File: src/rtl/raiz_cuadrada_seq.sv
// Sequential integer square root: non-restoring recurrence, one root bit per clock,
// followed by a single fix-up/rounding cycle. One operation in flight at a time.
module raiz_cuadrada_seq #(
  parameter int WIDTH = 16
) (
  input  logic                 clk,
  input  logic                 reset,
  input  logic                 start,
  input  logic [WIDTH-1:0]     radicand,
  input  logic                 round,
  output logic                 busy,
  output logic                 done,
  output logic [WIDTH/2-1:0]   root,
  output logic [WIDTH/2:0]     remainder,
  output logic                 sat
);

  localparam int N     = WIDTH / 2;
  localparam int CNT_W = $clog2(N) + 1;

  typedef enum logic [1:0] {S_IDLE, S_CALC, S_FIX, S_DONE} state_t;

  state_t                  r_state;
  state_t                  w_state_nxt;
  logic                    w_accept;

  logic [WIDTH-1:0]        r_x;
  logic                    r_rnd;
  logic signed [N+1:0]     r_pr;
  logic [N-1:0]            r_q;
  logic [CNT_W-1:0]        r_cnt;

  logic [N-1:0]            r_root;
  logic [N:0]              r_rem;
  logic                    r_sat;

  logic signed [N+1:0]     w_pr_sh;
  logic signed [N+1:0]     w_pr_it;
  logic [N-1:0]            w_q_it;
  logic [N:0]              w_rem_fix;
  logic                    w_up;
  logic                    w_sat;
  logic [N-1:0]            w_root_out;

  always_comb begin
    w_state_nxt = r_state;
    w_accept    = 1'b0;
    case (r_state)
      S_IDLE: begin
        if (start) begin
          w_state_nxt = S_CALC;
          w_accept    = 1'b1;
        end
      end
      S_CALC: begin
        if (r_cnt == CNT_W'(N - 1)) w_state_nxt = S_FIX;
      end
      S_FIX:  w_state_nxt = S_DONE;
      S_DONE: begin
        if (start) begin
          w_state_nxt = S_CALC;
          w_accept    = 1'b1;
        end else begin
          w_state_nxt = S_IDLE;
        end
      end
      default: w_state_nxt = S_IDLE;
    endcase
  end

  // Iteration: the partial remainder only ever needs N+2 bits, so the wider
  // intermediate shift wraps harmlessly in modular arithmetic.
  always_comb begin
    w_pr_sh = {r_pr[N-1:0], r_x[WIDTH-1 -: 2]};
    if (r_pr[N+1]) w_pr_it = w_pr_sh + {r_q, 2'b11};
    else           w_pr_it = w_pr_sh - {r_q, 2'b01};
    w_q_it = {r_q[N-2:0], ~w_pr_it[N+1]};
  end

  // Fix-up: the corrected remainder is non-negative and below 2^(N+1).
  always_comb begin
    w_rem_fix  = r_pr[N:0] + (r_pr[N+1] ? {r_q, 1'b1} : {(N+1){1'b0}});
    w_up       = r_rnd && (w_rem_fix > {1'b0, r_q});
    w_sat      = w_up && (&r_q);
    w_root_out = (w_up && !w_sat) ? r_q + 1'b1 : r_q;
  end

  always_ff @(posedge clk or negedge reset) begin
    if (!reset) begin
      r_state <= S_IDLE;
      r_x     <= '0;
      r_rnd   <= 1'b0;
      r_pr    <= '0;
      r_q     <= '0;
      r_cnt   <= '0;
      r_root  <= '0;
      r_rem   <= '0;
      r_sat   <= 1'b0;
    end else begin
      r_state <= w_state_nxt;
      if (w_accept) begin
        r_x   <= radicand;
        r_rnd <= round;
        r_pr  <= '0;
        r_q   <= '0;
        r_cnt <= '0;
      end else if (r_state == S_CALC) begin
        r_pr  <= w_pr_it;
        r_q   <= w_q_it;
        r_x   <= r_x << 2;
        r_cnt <= r_cnt + 1'b1;
      end else if (r_state == S_FIX) begin
        r_root <= w_root_out;
        r_rem  <= w_rem_fix;
        r_sat  <= w_sat;
      end
    end
  end

  assign busy      = (r_state == S_CALC) || (r_state == S_FIX);
  assign done      = (r_state == S_DONE);
  assign root      = r_root;
  assign remainder = r_rem;
  assign sat       = r_sat;

endmodule
File: config.mk
export PLATFORM = sky130hd
export DESIGN_NAME = raiz_cuadrada_seq
export DESIGN_NICKNAME = d
export VERILOG_FILES = /design/src/rtl/raiz_cuadrada_seq.sv
export SDC_FILE = /design/constraint.sdc
export NUM_CORES = 1
export LEC_CHECK = 0
export ABC_AREA = 0
export CAP_MARGIN = 10
export CORE_ASPECT_RATIO = 1.25
export CORE_MARGIN = 2
export CORE_UTILIZATION = 62
export DETAILED_ROUTE_END_ITERATION = 12
export GPL_TIMING_DRIVEN = 1
export PLACE_DENSITY = 0.86
export SLEW_MARGIN = 20
export SYNTH_ARGS = -nofsm -noshare
export SYNTH_HDL_FRONTEND = slang
export SYNTH_SLANG_ARGS = --single-unit
File: constraint.sdc
create_clock -name clk -period 9 [get_ports clk]
set_input_delay 1.8 -clock clk [delete_from_list [all_inputs] [get_ports clk]]
set_output_delay 1.8 -clock clk [all_outputs]
set_load 0.005 [all_outputs]
==> impl_results.md <==
* Final ANT Viol Nets at 0
* Die H at just over 90 um
* Die extent in x at 73.6 um
* Clk buf depth at 2
* Num CTS Buffers at 9
* Worst EP required at 9270 ps
* FP Rows at 31
* Clock H-tree levels at 3
* CP peak stage delay at 500 ps
* Crit path arrival time at 4190 ps
* Max_cap viols at 0
* Routability cong. at between 0.8 and 0.9
* Commonest cells after routing, fill and taps aside: dfrtp_1, nand2_1, ha_1
* Final Hold Vio Count at 0
* Hold crit path type: reg2reg
* Root Buffer: clkbuf_8
* Most common cell after layout, fill and taps aside: dfrtp_1
* Initial antenna violation count at 0
* Leak Pwr at 2.05 nW
* Top Family by Delay on Critical Path: compound AO/OA/AOI/OAI gates
* Synth unique cells at 53
* CTS clk-pin slew, worst paths at about 70 ps
* Least-Margin Pin Slew at about 840 ps
* Hold slack at ~480 ps
* DR DRC count at 0
* EDFF count, synth at 0
* Global-route usage over all layers at 26.3%
* Final setup viols at 0
* Syn-to-layout area delta at 16.6%
* Syn_nets at 460
* Port bufs at 39
* Crit path kind: reg2reg
* Yosys warning count at 0
* Synth async-reset ratio at 100%
* Crit path buffers/inverters at 0
* Clk_skew at 10.5 ps
* Number of DRC markers in iteration 0 at between 90 and 100
* Worst relative slew slack at a little over two fifths
* Via/cell ratio at 5.95
* Core footprint at ~0.0058 mm^2
* Netlist Area Pre-Place at ~0.0037 mm^2
* Worst Path Max Fanout at 10
* Detailed Place HPWL at between 5000 and 6000 um
* Congestion Overflow GR at 0
* Synth Instances at 400
* Clk Latency, worst-skew pair at roughly 350 ps
* #FFs+latches synth at 59
* Tmin final at 3930 ps
* Wire per inst at about 15 um
* Wire length of the first global-routing pass at ~14,000 um
* Post-CTS Resized at 0
* Fmax at 0.255 GHz
* I/O pin count at 40
* Total setup buffers inserted after CTS at 0
* Tcrit/Tclk final at 43.6%
* IR drop worst, VDD at 0.200 mV
* Critical Path Slowest Stage Cell: dfrtp_1
* Largest net degree at the start of global routing at 60
* Critical Path Start Type: flop
* Synthesized area per cell at approximately 9.4 um^2
* # hold bufs at CTS at 0
* Layout cells sized above 1 at between 7 and 8%
* Main synth FF type: dfrtp_1
* Outcome: finished, final reports clean
* First-pass DRT Iterations at 5
* Vias in the first global route at roughly 3,000
* Vias at 3,015
* RSZ-0062 raised after global routing: false
* Routed wire length at approximately 8000 um
* Die area at about 0.0067 mm^2
* Register area share after synthesis at between 30% and 40%
* Diode count at 0
* CP dominant cell by count: ha_1
* Setup TNS at 0 ps
* Final-stage net count at approximately 500
* CTS tree: built
* CP Capture Type: flop
* PD cells at between 300 and 400 mW/mm^2
* Max-slew violation count at 0
* Crit-path cells: ha_1 > ha_1 > a21o_1 > a21oi_1 > o21bai_1 > a21bo_2 > a21oi_1 > xnor2_1 > ha_1 > and3_1 > and3_1 > o22a_4 > or4_1 > a31oi_1
* Starting Density at roughly 64%
* Clk sinks at between 50 and 60
[metrics by stage]
step | instances | worst slack (ps) | utilization (%) | total power [mW] | instance area [um^2]
final | 507 | 5070 | 75.1 | 1.70 | 4370
after global routing | 507 | 4840 | 75.1 | 1.86 | 4370
after CTS | 507 | 5060 | 75.1 | 1.70 | 4370
after detailed placement | 491 | 5070 | 71.8 | 1.45 | 4180
after global placement | 491 | 5190 | 71.8 | 1.40 | 4180
after floorplan | 400 | 5380 | - | 1.18 | 3750
[worst paths after layout]
| kind | depth (start not counted) | slack, ps | end | startpoint |
|---|---|---|---|---|
| max | 14 | 5070 | root[4] | r_pr[9] |
| min | 2 | 480 | remainder[6] | remainder[6] |
| max reg2reg | 14 | 5070 | root[4] | r_pr[9] |
| min reg2reg | 2 | 480 | remainder[6] | remainder[6] |
| max in group asynchronous | 2 | 6910 | r_pr[1] | reset |
| min in group asynchronous | 2 | 1590 | remainder[2] | reset |
[logic make-up (layout without fill, tap and decap cells)]
group / after synthesis / in the layout / synth area share (%)
AND/OR/NAND/NOR: 133 / 133 / 16.5
XOR/XNOR: 14 / 14 / 3.27
adder cells (fa/ha/maj): 40 / 40 / 13.5
AO/OA/AOI/OAI: 87 / 87 / 16.2
flip-flops: 59 / 59 / 39.4
multiplexers: 26 / 26 / 6.97
buffers and inverters: 41 / 82 / 4.14
[state kept, by name, indices dropped and copies added, names as in the netlist]
name	flops
r_q	8
sat	1
r_cnt	4
root	8
r_pr	10
r_rnd	1
remainder	9
r_state	2
r_x	16
[per-layer routing]
metal | vias up | track usage, % | wire (um)
li1 | 1487 | - | -
met1 | 1404 | 31.2 | 3360
met2 | 95 | 42.9 | 3890
met3 | 29 | 5.33 | 312
met4 | 0 | 15.6 | 290
met5 | - | 0 | 0
[report_power, final]
| part | switching [mW] | leakage [nW] | internal, mW |
|---|---|---|---|
| logic | 0.526 | 1.19 | 0.448 |
| registers | 0.101 | 0.757 | 0.379 |
| clock network | 0.109 | 0.0991 | 0.134 |
[layout make-up]
class,instances,area (um^2)
tap,66,82.6
inverter,24,90.1
clock inverter,5,52.6
fill,454,1450
sequential,59,1480
multi-input combinational,300,2120
clock buffer,11,141
timing repair buffer,42,408
[worst reg2reg max path, stage by stage, from the launching register on]
cell and delay [ps]:
dfrtp_1 500, ha_1 290, ha_1 270, a21o_1 180
a21oi_1 240, o21bai_1 120, a21bo_2 240, a21oi_1 170
xnor2_1 140, ha_1 280, and3_1 220, and3_1 250
o22a_4 290, or4_1 470, a31oi_1 180
[synthesized netlist by cell type (all sizes together) (2+ instances only)]
cell	count	share of area, %
a21oi	14	1.9
dfrtp	59	39
buf	5	0.50
ha	39	13
nand2	55	5.5
xor2	6	1.4
a311o	2	0.53
nor2	30	3.0
clkbuf	12	1.2
nand3	7	0.93
a31oi	8	1.3
inv	23	2.3
a21o	3	0.60
nand3b	2	0.40
o22ai	3	0.67
and3	6	1.1
nor3	7	0.93
nand2b	4	0.67
o31ai	5	1.1
a31o	2	0.47
mux2i	25	6.7
or4	4	0.80
nand4	5	0.83
a211o	2	0.47
nor2b	5	0.83
o21ai	28	3.7
nor4	2	0.33
a211oi	2	0.53
o211ai	5	1.3
xnor2	8	1.9
o21a	5	1.0
and2	3	0.50
Power figures use the tool's default switching activity.
